## config.mk

```make
export PLATFORM = sky130hd
export DESIGN_NAME = control_unit
export DESIGN_NICKNAME = d
export VERILOG_FILES = /design/src/rtl/control_unit.sv
export SDC_FILE = /design/constraint.sdc
export NUM_CORES = 1
export LEC_CHECK = 0
export ABC_CLOCK_PERIOD_IN_PS = 3830
export CORE_ASPECT_RATIO = 1.4
export CORE_UTILIZATION = 53
export DETAILED_ROUTE_END_ITERATION = 8
export PLACE_DENSITY = 0.83
export SLEW_MARGIN = 40
export SYNTH_ARGS = -nofsm -noshare
export SYNTH_HDL_FRONTEND = slang
export SYNTH_SLANG_ARGS = --single-unit
```

## constraint.sdc

```tcl
create_clock -name clk -period 3.83 [get_ports clk]
set_input_delay 0.766 -clock clk [delete_from_list [all_inputs] [get_ports clk]]
set_output_delay 0.766 -clock clk [all_outputs]
set_load 0.03 [all_outputs]
```

## src/rtl/control_unit.sv

```systemverilog
// Four-cycle FETCH/DECODE/EXEC/WB sequencer driving a registered accumulator mux and ALU select.
// Optional feature: define CTRL_ILLEGAL_TRAP_EN to trap opcodes 4'h4-4'hE into HALT with a sticky illegal flag.
module control_unit #(
  parameter int PC_WIDTH = 4,
  parameter int START_PC = 0
) (
  input  logic                clk,
  input  logic                rst,
  input  logic                start,
  input  logic [7:0]          instr,
  input  logic                acc_zero,
  output logic [PC_WIDTH-1:0] pc,
  output logic [1:0]          mux_sel,
  output logic                mux_wr_en,
  output logic [1:0]          alu_op,
  output logic                busy,
  output logic                halted,
  output logic                illegal
);

  typedef enum logic [2:0] {
    IDLE,
    FETCH,
    DECODE,
    EXEC,
    WB,
    HALT
  } state_e;

  localparam logic [3:0] OP_LOAD = 4'h1;
  localparam logic [3:0] OP_ALU  = 4'h2;
  localparam logic [3:0] OP_JZ   = 4'h3;
  localparam logic [3:0] OP_HALT = 4'hF;

  localparam logic [PC_WIDTH-1:0] PC_RESET = PC_WIDTH'(START_PC);
  localparam logic [PC_WIDTH-1:0] PC_ONE   = PC_WIDTH'(1);

  state_e              state_q, state_d;
  logic [PC_WIDTH-1:0] pc_q, pc_d;
  logic [7:0]          ir_q, ir_d;
  logic                illegal_q, illegal_d;
  logic [1:0]          mux_sel_q, mux_sel_d;
  logic [1:0]          alu_op_q, alu_op_d;
  logic                mux_wr_en_q, mux_wr_en_d;
  logic                busy_q, busy_d;
  logic                halted_q, halted_d;

  logic [3:0]          opcode;
  logic [PC_WIDTH-1:0] jump_tgt;

  assign opcode   = ir_q[7:4];
  assign jump_tgt = PC_WIDTH'(ir_q[3:0]);

  // Outputs are computed one cycle ahead so every output is a flop that reset clears directly.
  always_comb begin
    state_d     = state_q;
    pc_d        = pc_q;
    ir_d        = ir_q;
    illegal_d   = illegal_q;
    mux_sel_d   = 2'b00;
    alu_op_d    = 2'b00;
    mux_wr_en_d = 1'b0;
    busy_d      = 1'b0;
    halted_d    = 1'b0;

    unique case (state_q)
      IDLE: begin
        if (start) begin
          state_d = FETCH;
          busy_d  = 1'b1;
        end
      end

      FETCH: begin
        ir_d    = instr;
        state_d = DECODE;
        busy_d  = 1'b1;
        if (instr[7:4] == OP_LOAD) begin
          mux_sel_d = instr[1:0];
        end else if (instr[7:4] == OP_ALU) begin
          mux_sel_d = 2'b11;
          alu_op_d  = instr[1:0];
        end
      end

      DECODE: begin
        if (opcode == OP_HALT) begin
          state_d  = HALT;
          halted_d = 1'b1;
        end
`ifdef CTRL_ILLEGAL_TRAP_EN
        else if (opcode inside {[4'h4:4'hE]}) begin
          state_d   = HALT;
          halted_d  = 1'b1;
          illegal_d = 1'b1;
        end
`endif
        else begin
          state_d     = EXEC;
          busy_d      = 1'b1;
          mux_sel_d   = mux_sel_q;
          alu_op_d    = alu_op_q;
          mux_wr_en_d = (opcode == OP_LOAD) || (opcode == OP_ALU);
        end
      end

      EXEC: begin
        state_d = WB;
        busy_d  = 1'b1;
      end

      WB: begin
        state_d = FETCH;
        busy_d  = 1'b1;
        if ((opcode == OP_JZ) && acc_zero) begin
          pc_d = jump_tgt;
        end else begin
          pc_d = pc_q + PC_ONE;
        end
      end

      HALT: begin
        halted_d = 1'b1;
      end

      default: begin
        state_d = IDLE;
      end
    endcase
  end

  always_ff @(posedge clk or posedge rst) begin
    if (rst) begin
      state_q     <= IDLE;
      pc_q        <= PC_RESET;
      ir_q        <= 8'h00;
      illegal_q   <= 1'b0;
      mux_sel_q   <= 2'b00;
      alu_op_q    <= 2'b00;
      mux_wr_en_q <= 1'b0;
      busy_q      <= 1'b0;
      halted_q    <= 1'b0;
    end else begin
      state_q     <= state_d;
      pc_q        <= pc_d;
      ir_q        <= ir_d;
      illegal_q   <= illegal_d;
      mux_sel_q   <= mux_sel_d;
      alu_op_q    <= alu_op_d;
      mux_wr_en_q <= mux_wr_en_d;
      busy_q      <= busy_d;
      halted_q    <= halted_d;
    end
  end

  assign pc        = pc_q;
  assign mux_sel   = mux_sel_q;
  assign alu_op    = alu_op_q;
  assign mux_wr_en = mux_wr_en_q;
  assign busy      = busy_q;
  assign halted    = halted_q;
  assign illegal   = illegal_q;

endmodule

```

Word-level counts from Yosys, hierarchy flattened
Index checks and enable logic that the tools add are counted.
Widths: inputs -> output; s select.
{ "classes": {"n_bitwise": 1, "reduce_logical": 5, "eq_ne": 13, "addsub": 1, "n_mux": 18} }
{ "ops": {"columns": ["operator", "count"], "rows": [
  ["$pmux 3 s6", 1],
  ["$eq 4x2->1 const B", 3],
  ["$mux 2", 5],
  ["$eq 4x1->1 const B", 2],
  ["$pmux 2 s2", 2],
  ["$eq 3x2->1 const B", 2],
  ["$eq 3x3->1 const B", 2],
  ["$mux 3", 2],
  ["$mux 1", 5],
  ["$add 4x1->4 const B", 1],
  ["$eq 4x4->1 const B", 1],
  ["$mux 4", 1],
  ["$ne 2x2->1 const B", 2],
  ["$eq 3x1->1 const B", 1],
  ["$logic_not 3->1", 1],
  ["$pmux 1 s3", 1],
  ["$reduce_or 3->1", 1],
  ["$pmux 1 s2", 1],
  ["$reduce_and 2->1", 1],
  ["$logic_and 1x1->1", 1],
  ["$logic_or 1x1->1", 1],
  ["$not 1->1", 1]
]} }
{ "totals": {"reg_bits": 22, "inputBits": 12, "elab_cells": 46} }

Logic depth before layout (Yosys ltp)
Gate-level depths: netlist of the first run.
{ "depth": {"ltp_word": 4, "mapped_depth": 5} }

Worst setup path after synthesis of the first run
OpenSTA, ideal clock, no wires.
{ "synth_timing": {"kind": "input to register", "from": "input port instr[7]", "to": "register mux_sel_q[0], in the netlist mux_sel[0]", "path_slack_ns": 2.265, "arrival_time_ns": 1.443, "t_required_ns": 3.708, "cell_stages": 3, "setup_ns": 0.122, "path_cell_list": "or4b_1 -> nor2_1 -> o2bb2ai_1"} }
{ "synth_via": {"elab_chain_len": 4, "elab_cells_between_ends": 5, "classes_between": "2 x eq/ne; 3 x mux"} }
{ "synth_rtl": {"columns": ["element", "line", "rtl"], "rows": [
  ["start, declared", "10", "input logic [7:0] instr,"],
  ["$eq 4x2->1", "80", "end else if (instr[7:4] == OP_ALU) begin"],
  ["$mux 2", "80", null],
  ["$mux 2 *", "78", "if (instr[7:4] == OP_LOAD) begin"],
  ["$pmux 2 s2 *", "66", "unique case (state_q)"],
  ["end signal, assigned", "148", "mux_sel_q <= mux_sel_d;"],
  ["end, declared", "42", "logic [1:0] mux_sel_q, mux_sel_d;"]
]} }
Every way passes the cells marked *; elsewhere a longest branch is shown, timed or not.
A chain may end at the register's enable or synchronous reset.

Final worst setup path of the first run
{ "layout_timing": {"from": "register pc_q[0], in the netlist pc[0]", "to": "output port pc[0]"} }
{ "layout_rtl": {"columns": ["element", "line", "rtl"], "rows": [
  ["start, declared", "39", "logic [PC_WIDTH-1:0] pc_q, pc_d;"],
  ["start signal, assigned", "145", "pc_q <= pc_d;"],
  ["end, declared", "12", "output logic [PC_WIDTH-1:0] pc,"]
]} }
No word-level cell between the ends.

==> impl_summary.txt, run 1 <==
----------------------------------------------------
[Final layout]
  Relative area change from synthesis to final layout ... 23.87%
  ANT cells ... 0
  Number of nets in the layout ... 129
  Layout cells sized above 1 ... 0.08696
  Post-route insts no fill ... 136
  Most used cells in the layout excluding fill and tap cells ... sky130_fd_sc_hd__dfrtp_1, sky130_fd_sc_hd__clkdlybuf4s50_1, sky130_fd_sc_hd__mux2_1, sky130_fd_sc_hd__nor2_1, sky130_fd_sc_hd__nand3_1

[Timing]
  Actual transition at the worst max-transition pin ... 766.7 ps
  Aggregate negative setup slack ... 0 ps
  Worst setup skew after layout ... 4.720 ps
  Setup Viol. Count Final ... 0
  Rel. slew slack ... 0.4866
  Setup repair after global routing missed its margin ... no
  Tcrit/Tclk final ... 0.5941
  Final Max Tran Viols ... 0
  Number of endpoints with negative hold slack in the final report ... 0
  Final min period ... 2275 ps
  Upper clock frequency limit ... 439.5 MHz
  Post-layout worst setup margin ... 1555 ps

[Worst setup path]
  Bufs and invs on worst path ... 1
  Nature of the critical path endpoint ... primary output
  Worst EP arrival ... 1510 ps
  Cell Chain, Critical Path ... clkdlybuf4s50_1
  Reg-to-reg slack, setup ... 2040 ps
  Worst Path Class, Setup ... register to primary output
  Worst-path maximum fanout ... 6
  Required time at the endpoint of the critical path ... 3060 ps
  Longest individual stage delay on the worst path ... 710 ps
  Slowest library cell on the worst path ... sky130_fd_sc_hd__clkdlybuf4s50_1
  Crit-path leading delay family ... buffers and inverters
  Kind of start point of the critical path ... register

[Power]
  Switching Fraction ... 0.3704
  Power density of the placed cells ... 703.0 nW/µm²
  Share of total power in sequential cells ... 0.435
  Total net switching power ... 0.0003584 W
  Fraction of power consumed by combinational cells ... 0.382
  Leak Pwr ... 0.5761 nW
  P_int ... 0.0006091 W
  VDD IR max ... 489.1 µV
  Clock network fraction of total power ... 0.183

[Place]
  Worst setup slack after placement ... 1727 ps
  RD Place Congestion ... 0.8713
  HPWL after detailed placement ... 1597 µm
  Placed cells ... 132
  Port Buf Inserts ... 22

[Clock tree]
  Clock-pin slew reported for the worst setup and hold paths after clock tree synthesis ... 120 ps
  Number of buffers inserted for hold repair after clock tree synthesis ... 0
  Clock tree from TritonCTS ... yes
  Maximum clock insertion buffer count ... 2
  Max H-tree Level ... 1
  # Post-CTS Setup Buffers ... 0
  Resized Gates After CTS ... 0
  Number of clock sinks seen by CTS ... 22
  Clock insertion delay at the later pin of the skew report ... 310 ps
  Root cell of the clock tree ... sky130_fd_sc_hd__clkbuf_4
  Total clock buffers created by CTS ... 3

[Synthesis]
  Post-synth top area share ... 0.4955
  Share of cell area taken by muxes after synthesis ... 0.09009
  Cell Area, Synth ... 1111 µm²
  Count of state elements after synthesis ... 22
  Xor-xnor portion of the synthesized cell area ... 0.01577
  Gate count after technology mapping ... 94
  Largest family of logic cells by synthesized area ... simple AND/OR/NAND/NOR gates
  Yosys warnings ... 0
  Syn nets ... 107
  Cell types with the largest area share after synthesis ... sky130_fd_sc_hd__dfrtp_1, sky130_fd_sc_hd__mux2_1, sky130_fd_sc_hd__buf_4, sky130_fd_sc_hd__nor3b_2, sky130_fd_sc_hd__and4b_1
  Number of unique standard cell types used by synthesis ... 42
  Post-synthesis share of cell area spent on full adders, half adders and majority gates ... 0.01126
  Synthesized area per cell ... 11.82 µm²
  Post-synthesis cell type with the largest combined area ... sky130_fd_sc_hd__dfrtp_1
  Post-synthesis share of cell area spent on and, or, nand and nor gates ... 0.2061
  Sequential share of the synthesized area ... 0.4955
  Synth Area in Compound Gates ... 0.1374

[GRT]
  Via count of the first global-routing pass ... 894
  Pin count of the biggest net entering global routing ... 23
  Total congestion overflow ... 0
  First-pass GRT wire length ... 3781 µm
  Antenna violations before repair ... 0
  Total routing resource utilization after global routing ... 0.2378

[Floorplanning]
  Die Height ... 56.18 µm
  Area of the core ... 1973 µm²
  Overall die area ... 2286 µm²
  # rows ... 19
  Starting density of the core ... 0.5631
  IO Pins ... 24
  Width of the die ... 40.70 µm

[Flow run]
  Max-cap violations ... 0

[Route]
  Total number of vias ... 851
  Detailed Routing Iterations Pass 1 ... 4
  Drt drc ... 0
  Detailed-route wire length per cell ... 15.84 µm
  Number of nets still failing antenna checks after routing ... 0
  WL final ... 2154 µm
  DR vias/cell ... 6.257
  Iteration-0 DRC Markers ... 10

[Run status]
  Outcome ... finished clean

[Hold path]
  Hold Path Class ... register to register

----------------------------------------------------
## flip-flops by register name, summed over array words and instances, names as in the netlist
register   flops
ir_q           8
pc             4
state_q        3
alu_op         2
mux_sel        2
busy           1
halted         1
mux_wr_en      1
## through the flow
stage | power (W) | hold WS [ps] | utilization | cell area, µm²
floorplan | 0.0006901 | 448.4 | - | 1111
finish | 0.0009675 | 505.3 | 0.6975 | 1376
detailed placement | 0.0007982 | 479.2 | 0.6709 | 1324
CTS | 0.0009758 | 509.0 | 0.6975 | 1376
global placement | 0.0007790 | 465.4 | 0.6709 | 1324
global route | 0.001038 | 525.1 | 0.6975 | 1376
## final cells by class
type | count | area [µm²]
clock inverters | 1 | 30.03
fillers | 163 | 596.8
well taps | 21 | 26.28
multi-input cells | 64 | 515.5
inverters | 3 | 11.26
clock buffers | 3 | 22.52
flip-flops and latches | 22 | 550.5
repair buffers | 22 | 220.2
## cells in the mapped netlist, drive strengths merged
master and instances:
a211o 1, a21oi 2, a22o 2, a31oi 1, a32oi 2, and4 1, and4b 2, and4bb 1
buf 4, clkbuf 1, conb 1, dfrtp 22, ha 1, inv 3, mux2 8, mux2i 1
nand2 2, nand3 4, nand3b 1, nand4 2, nand4bb 1, nor2 6, nor2b 1, nor3 1
nor3b 2, nor4 1, nor4bb 2, o2111ai 1, o211ai 2, o21a 1, o21ai 4, o21bai 1
o2bb2ai 2, o311ai 1, or2 1, or3b 2, or4b 1, xnor2 1, xor2 1
## logic make-up (layout without fill, tap and decap cells)
| group | count (synthesis) | count (layout) |
|---|---|---|
| other | 1 | 1 |
| XOR/XNOR | 2 | 2 |
| multiplexers | 9 | 9 |
| AO/OA/AOI/OAI | 20 | 20 |
| buffers and inverters | 8 | 29 |
| AND/OR/NAND/NOR | 31 | 31 |
| flip-flops | 22 | 22 |
| adder cells (fa/ha/maj) | 1 | 1 |
## power groups by stage
| stage | Sequential, W | Clock [W] | Combinational (W) |
|---|---|---|---|
| detailed placement | 0.000425 | 0 | 0.000373 |
| CTS | 0.000420 | 0.000181 | 0.000374 |
| floorplan | 0.000425 | 0 | 0.000265 |
| finish | 0.000421 | 0.000177 | 0.000369 |
| global placement | 0.000420 | 0 | 0.000359 |
| global route | 0.000438 | 0.000188 | 0.000411 |
## path summary, 6_finish.rpt
| check | start | endpoint | cells after the start |
|---|---|---|---|
| max reg2reg | state_q[0] | alu_op[0] | 3 |
| min | ir_q[3] | ir_q[3] | 1 |
| max in group asynchronous | rst | pc[3] | 2 |
| min in group asynchronous | rst | alu_op[0] | 2 |
| max | pc[0] | pc[0] | 1 |
| min reg2reg | ir_q[3] | ir_q[3] | 1 |
## layer usage
metal | vias up | share of wire | track usage
met4 | 0 | 0.021 | 0.1048
met3 | 5 | 0.033 | 0.03600
li1 | 402 | - | -
met2 | 23 | 0.52 | 0.3878
met1 | 421 | 0.43 | 0.2907
met5 | - | 0 | 0
Power figures use the tool's default switching activity.
==> run 2: changes to the inputs <==
- ABC_CLOCK_PERIOD_IN_PS: 3830 -> 1900
- CORE_UTILIZATION: 53 -> 44
- PLACE_DENSITY: 0.83 -> 0.74
- clock period: 3.83 -> 1.9 ns (I/O delays scaled with it)
==> impl_summary.txt, run 2 (synthesized netlist as in run 1, its figures left out) <==
----------------------------------------------------
[Floorplanning]
  Starting density of the core ... 0.4647 (-0.09842)
  Area of the core ... 2391 µm² (+21%)
  # rows ... 21 (+2)
  Overall die area ... 2733 µm² (+20%)
  Die Height ... 61.46 µm (+9.4%)
  Width of the die ... 44.47 µm (+9.3%)
  IO Pins ... 24 (unchanged)

[Route]
  Detailed-route wire length per cell ... 14.08 µm (-11%)
  Number of nets still failing antenna checks after routing ... 0 (unchanged)
  Total number of vias ... 818 (-3.9%)
  Iteration-0 DRC Markers ... 19 (+9)
  Detailed Routing Iterations Pass 1 ... 4 (unchanged)
  DR vias/cell ... 5.417 (-13%)
  Drt drc ... 0 (unchanged)
  WL final ... 2126 µm (-1.3%)

[Power]
  Leak Pwr ... 0.5908 nW (+2.6%)
  Share of total power in sequential cells ... 0.452 (+0.017)
  VDD IR max ... 724.7 µV (+48%)
  P_int ... 0.001146 W (+88%)
  Switching Fraction ... 0.3830 (+0.01253)
  Total net switching power ... 0.0007113 W (+98%)
  Power density of the placed cells ... 1333 nW/µm² (+90%)
  Clock network fraction of total power ... 0.141 (-0.042)
  Fraction of power consumed by combinational cells ... 0.408 (+0.026)

[Worst setup path]
  Worst Path Class, Setup ... register to primary output
  Required time at the endpoint of the critical path ... 1520 ps (-1540 ps)
  Crit-path leading delay family ... buffers and inverters
  Bufs and invs on worst path ... 1 (unchanged)
  Worst-path maximum fanout ... 5 (-1)
  Nature of the critical path endpoint ... primary output
  Slowest library cell on the worst path ... sky130_fd_sc_hd__clkdlybuf4s50_1
  Cell Chain, Critical Path ... clkdlybuf4s50_1
  Longest individual stage delay on the worst path ... 700 ps (about the same)
  Kind of start point of the critical path ... register
  Worst EP arrival ... 1460 ps (-50 ps)

[Hold path]
  Hold Path Class ... input port to asynchronous set/reset pin

[Clock tree]
  Root cell of the clock tree ... sky130_fd_sc_hd__clkbuf_4
  Max H-tree Level ... 1 (unchanged)
  Maximum clock insertion buffer count ... 2 (unchanged)
  Total clock buffers created by CTS ... 3 (unchanged)
  Clock insertion delay at the later pin of the skew report ... 310 ps (about the same)
  Number of clock sinks seen by CTS ... 22 (unchanged)
  Clock-pin slew reported for the worst setup and hold paths after clock tree synthesis ... 120 ps (about the same)
  Resized Gates After CTS ... 0 (unchanged)
  Number of buffers inserted for hold repair after clock tree synthesis ... 0 (unchanged)
  Clock tree from TritonCTS ... yes
  # Post-CTS Setup Buffers ... 0 (unchanged)

[Timing]
  Upper clock frequency limit ... 544.8 MHz
  Number of endpoints with negative hold slack in the final report ... 0 (unchanged)
  Final min period ... 1835 ps
  Worst setup skew after layout ... 2.360 ps (-2.360 ps)
  Post-layout worst setup margin ... 64.61 ps (-1490 ps)
  Aggregate negative setup slack ... 0 ps (unchanged)
  Setup repair after global routing missed its margin ... no
  Tcrit/Tclk final ... 0.9660
  Final Max Tran Viols ... 0 (unchanged)
  Setup Viol. Count Final ... 0 (unchanged)

[Final layout]
  Most common cell after layout, fill and taps aside ... sky130_fd_sc_hd__dfrtp_1
  Count of filler cells inserted in the layout ... 215 (+32%)
  Most used cells in the layout excluding fill and tap cells ... sky130_fd_sc_hd__dfrtp_1, sky130_fd_sc_hd__clkdlybuf4s50_1, sky130_fd_sc_hd__mux2_1, sky130_fd_sc_hd__nor2_1, sky130_fd_sc_hd__nand3_1
  Register cell area after layout ... 550.5 µm² (unchanged)
  Largest register by flop count ... ir_q
  Relative area change from synthesis to final layout ... 25.45%
  Number of nets in the layout ... 131 (+1.6%)
  ANT cells ... 0 (unchanged)
  Flip-flop count of the largest register, all copies and words added ... 8 (unchanged)
  Layout cells sized above 1 ... 0.09402 (+0.007061)
  Area of the multi-input gates ... 515.5 µm² (unchanged)

[Run status]
  Outcome ... finished clean

[GRT]
  Antenna violations before repair ... 0 (unchanged)
  Via count of the first global-routing pass ... 752 (-16%)
  Total routing resource utilization after global routing ... 0.1833 (-0.05444)
  First-pass GRT wire length ... 3594 µm (-4.9%)
  Pin count of the biggest net entering global routing ... 23 (unchanged)
  Total congestion overflow ... 0 (unchanged)

[Place]
  Worst setup slack after placement ... 191.7 ps (-1535 ps)
  Port Buf Inserts ... 22 (unchanged)
  HPWL after detailed placement ... 1582 µm (-0.96%)
  RD Place Congestion ... 0.7996 (-8.2%)

[Flow run]
  Max-cap violations ... 0 (unchanged)

----------------------------------------------------
==> run 2: cell count changes in the layout (fill, tap and decap cells not counted), sizes merged <==
cell,delta
clkdlybuf4s50,-1
clkbuf,+1
dlymetal6s2s,+1
bufinv,-1
buf,+2
==> run 2: power groups by stage <==
stage | Sequential (W) | Clock (W) | Combinational, W
final | 0.000839 | 0.000261 | 0.000757
after global routing | 0.000880 | 0.000283 | 0.000830
after CTS | 0.000839 | 0.000269 | 0.000768
after detailed placement | 0.000849 | 0 | 0.000766
after global placement | 0.000842 | 0 | 0.000744
after floorplan | 0.000857 | 0 | 0.000534
==> run 2: layout make-up <==
type	count	area share
flip-flops and latches	22	0.3950
multi-input cells	64	0.3698
repair buffers	24	0.1706
well taps	34	0.03052
clock buffers	4	0.02603
inverters	3	0.008079
==> run 2: worst paths after layout <==
| kind | startpoint | end | slack, ps | depth (start not counted) |
|---|---|---|---|---|
| worst max-delay path | pc[2] | pc[2] | 60 | 1 |
| worst min-delay path | rst | pc[1] | 380 | 3 |
| worst max register to register | state_q[1] | alu_op[0] | 470 | 3 |
| worst min register to register | ir_q[0] | ir_q[0] | 500 | 1 |
| max in group asynchronous | rst | ir_q[2] | 1300 | 3 |
| min in group clk | ir_q[0] | ir_q[0] | 500 | 1 |
==> run 2: through the flow <==
stage	hold slack (ps)	cells	utilization	power (W)	instance area, µm²
after detailed placement	477.0	147	0.5667	0.001615	1355
after global routing	419.4	151	0.5829	0.001993	1394
after floorplan	369.2	94	-	0.001391	1111
after global placement	458.8	147	0.5667	0.001586	1355
after CTS	384.8	151	0.5819	0.001876	1391
final	381.7	151	0.5829	0.001857	1394
==> run 2: per-layer routing <==
metal,global-route usage,up-vias,routed length (µm)
li1,-,405,-
met4,0.09091,0,52
met3,0.02933,5,61
met2,0.2941,17,1061
met5,0,-,0
met1,0.2402,391,951
==> run 2: worst reg2reg max path, cell delays in order (launching register included) <==
cell and delay (ps):
sky130_fd_sc_hd__dfrtp_1 590, sky130_fd_sc_hd__or3b_1 470, sky130_fd_sc_hd__nor2_4 170, sky130_fd_sc_hd__a22o_1 160
==> run 3: changes to the inputs <==
- CORE_MARGIN: default -> 1.5
==> impl_summary.txt, run 3 (synthesized netlist as in run 1, its figures left out) <==
----------------------------------------------------
[Hold path]
  Hold Path Class ... input port to asynchronous set/reset pin

[Worst setup path]
  Longest individual stage delay on the worst path ... 710 ps (about the same)
  End point of the critical path ... pc[0]
  R2R depth ... 3 (unchanged)
  Startpoint of the lowest-slack register-to-register path ... state_q[1]
  Cell Chain, Critical Path ... clkdlybuf4s50_1
  Worst-path maximum fanout ... 6 (+1)
  Bufs and invs on worst path ... 1 (unchanged)
  Required time at the endpoint of the critical path ... 1520 ps (about the same)
  Worst EP arrival ... 1470 ps (about the same)
  Crit-path leading delay family ... buffers and inverters
  Worst path depth ... 1 (unchanged)
  Kind of start point of the critical path ... register
  Crit path from ... pc[0]
  Nature of the critical path endpoint ... primary output
  Reg-to-reg slack, setup ... 450 ps (-20 ps)
  Worst Path Class, Setup ... register to primary output
  Crit Reg-Reg Endpoint ... alu_op[1]
  Slowest library cell on the worst path ... sky130_fd_sc_hd__clkdlybuf4s50_1

[Place]
  HPWL after detailed placement ... 1597 µm (+0.97%)
  RD Place Congestion ... 0.7874 (-1.5%)
  Placement Cell Area ... 1355 µm² (unchanged)
  Port Buf Inserts ... 22 (unchanged)

[Clock tree]
  Maximum clock insertion buffer count ... 2 (unchanged)
  Number of clock sinks seen by CTS ... 22 (unchanged)
  Total clock buffers created by CTS ... 3 (unchanged)
  Clock-pin slew reported for the worst setup and hold paths after clock tree synthesis ... 120 ps (about the same)
  Clock insertion delay at the later pin of the skew report ... 310 ps (about the same)
  Root cell of the clock tree ... sky130_fd_sc_hd__clkbuf_4
  Number of buffers inserted for hold repair after clock tree synthesis ... 0 (unchanged)
  # Post-CTS Setup Buffers ... 0 (unchanged)
  Max H-tree Level ... 1 (unchanged)
  Clock tree from TritonCTS ... yes
  Resized Gates After CTS ... 0 (unchanged)

[Final layout]
  Post-route core utilization ... 0.5819 (-0.001047)
  Cell area after layout ... 1391 µm² (-0.18%)
  Number of nets in the layout ... 131 (unchanged)
  Most used cells in the layout excluding fill and tap cells ... sky130_fd_sc_hd__dfrtp_1, sky130_fd_sc_hd__clkdlybuf4s50_1, sky130_fd_sc_hd__mux2_1, sky130_fd_sc_hd__nor2_1, sky130_fd_sc_hd__nand3_1
  Layout cells sized above 1 ... 0.09402 (unchanged)
  Flip-flop count of the largest register, all copies and words added ... 8 (unchanged)
  Relative area change from synthesis to final layout ... 25.22%
  Largest register by flop count ... ir_q
  ANT cells ... 0 (unchanged)

[Floorplanning]
  # rows ... 21 (unchanged)
  Width of the die ... 45.47 µm (+2.2%)
  Starting density of the core ... 0.4647 (unchanged)
  Die Height ... 62.46 µm (+1.6%)
  IO Pins ... 24 (unchanged)
  Area of the core ... 2391 µm² (unchanged)
  Overall die area ... 2840 µm² (+3.9%)

[Route]
  Total number of vias ... 819 (+0.12%)
  Met2 WL post-DR ... 1072 µm (+1.0%)
  Iteration-0 DRC Markers ... 11 (-8)
  DR vias/cell ... 5.424 (+0.12%)
  Highest signal layer in the routed design ... met4
  Metal1 wirelength ... 961 µm (+1.1%)
  Detailed Routing Iterations Pass 1 ... 4 (unchanged)
  Number of nets still failing antenna checks after routing ... 0 (unchanged)
  Met3 wire len ... 62 µm (+1.6%)
  Drt drc ... 0 (unchanged)
  Detailed-route wire length per cell ... 14.17 µm (+0.61%)
  WL final ... 2139 µm (+0.61%)

[Timing]
  Final min period ... 1847 ps (+11.36 ps)
  Setup repair after global routing missed its margin ... no
  Setup Viol. Count Final ... 0 (unchanged)
  Tcrit/Tclk final ... 0.9720 (+0.005980)
  Worst setup skew after layout ... 8.460 ps (+6.100 ps)
  Final Max Tran Viols ... 0 (unchanged)
  Upper clock frequency limit ... 541.5 MHz (-0.62%)
  Number of endpoints with negative hold slack in the final report ... 0 (unchanged)
  Aggregate negative setup slack ... 0 ps (unchanged)

[GRT]
  Via count of the first global-routing pass ... 795 (+5.7%)
  Total congestion overflow ... 0 (unchanged)
  Total routing resource utilization after global routing ... 0.1736 (-0.009708)
  First-pass GRT wire length ... 3663 µm (+1.9%)
  Antenna violations before repair ... 0 (unchanged)
  Pin count of the biggest net entering global routing ... 23 (unchanged)

[Power]
  Tot Pwr ... 0.001858 W (about the same)
  VDD IR max ... 634.6 µV (-12%)
  Power density of the placed cells ... 1336 nW/µm² (+0.24%)
  Leak Pwr ... 0.5802 nW (-1.8%)

[Run status]
  Outcome ... finished clean

[Flow run]
  Max-cap violations ... 0 (unchanged)

----------------------------------------------------
[run 3: changes by cell type in the layout (fill, tap and decap cells not counted)]
cell / delta
sky130_fd_sc_hd__clkdlybuf4s50_1: +1
sky130_fd_sc_hd__dlymetal6s2s_1: -1
[run 3: report_power, final]
part / switching (W) / internal [W]
clock network: 0.000136 / 0.000117
registers: 0.000212 / 0.000635
logic: 0.000364 / 0.000394
[run 3: metal layers]
metal,global-route usage,vias up
met4,0.08824,0
met2,0.2694,16
met1,0.2288,396
met5,0,-
li1,-,403
met3,0.02312,4
[run 3: worst min-delay path by stage]
stage,endpoint,depth (start not counted)
after floorplan,alu_op[0],1
after global placement,ir_q[2],1
after detailed placement,ir_q[2],1
after CTS,alu_op[0],3
after global routing,pc[2],3
final,alu_op[0],3
[run 3: layout make-up]
type	instances	area, µm²
Sequential cell	22	550.5
Clock buffer	4	36.28
Timing Repair Buffer	24	235.2
Tap cell	34	42.54
Multi-Input combinational cell	64	515.5
Inverter	3	11.26
Fill cell	207	999.7
[run 3: per-stage QoR]
step,hold slack (ps),cells,setup slack [ps]
after global placement,459.6,147,249.2
after floorplan,369.2,94,597.7
after CTS,386.5,151,31.98
after detailed placement,468.6,147,176.9
final,383.5,151,53.25
after global routing,440.9,151,0.8319
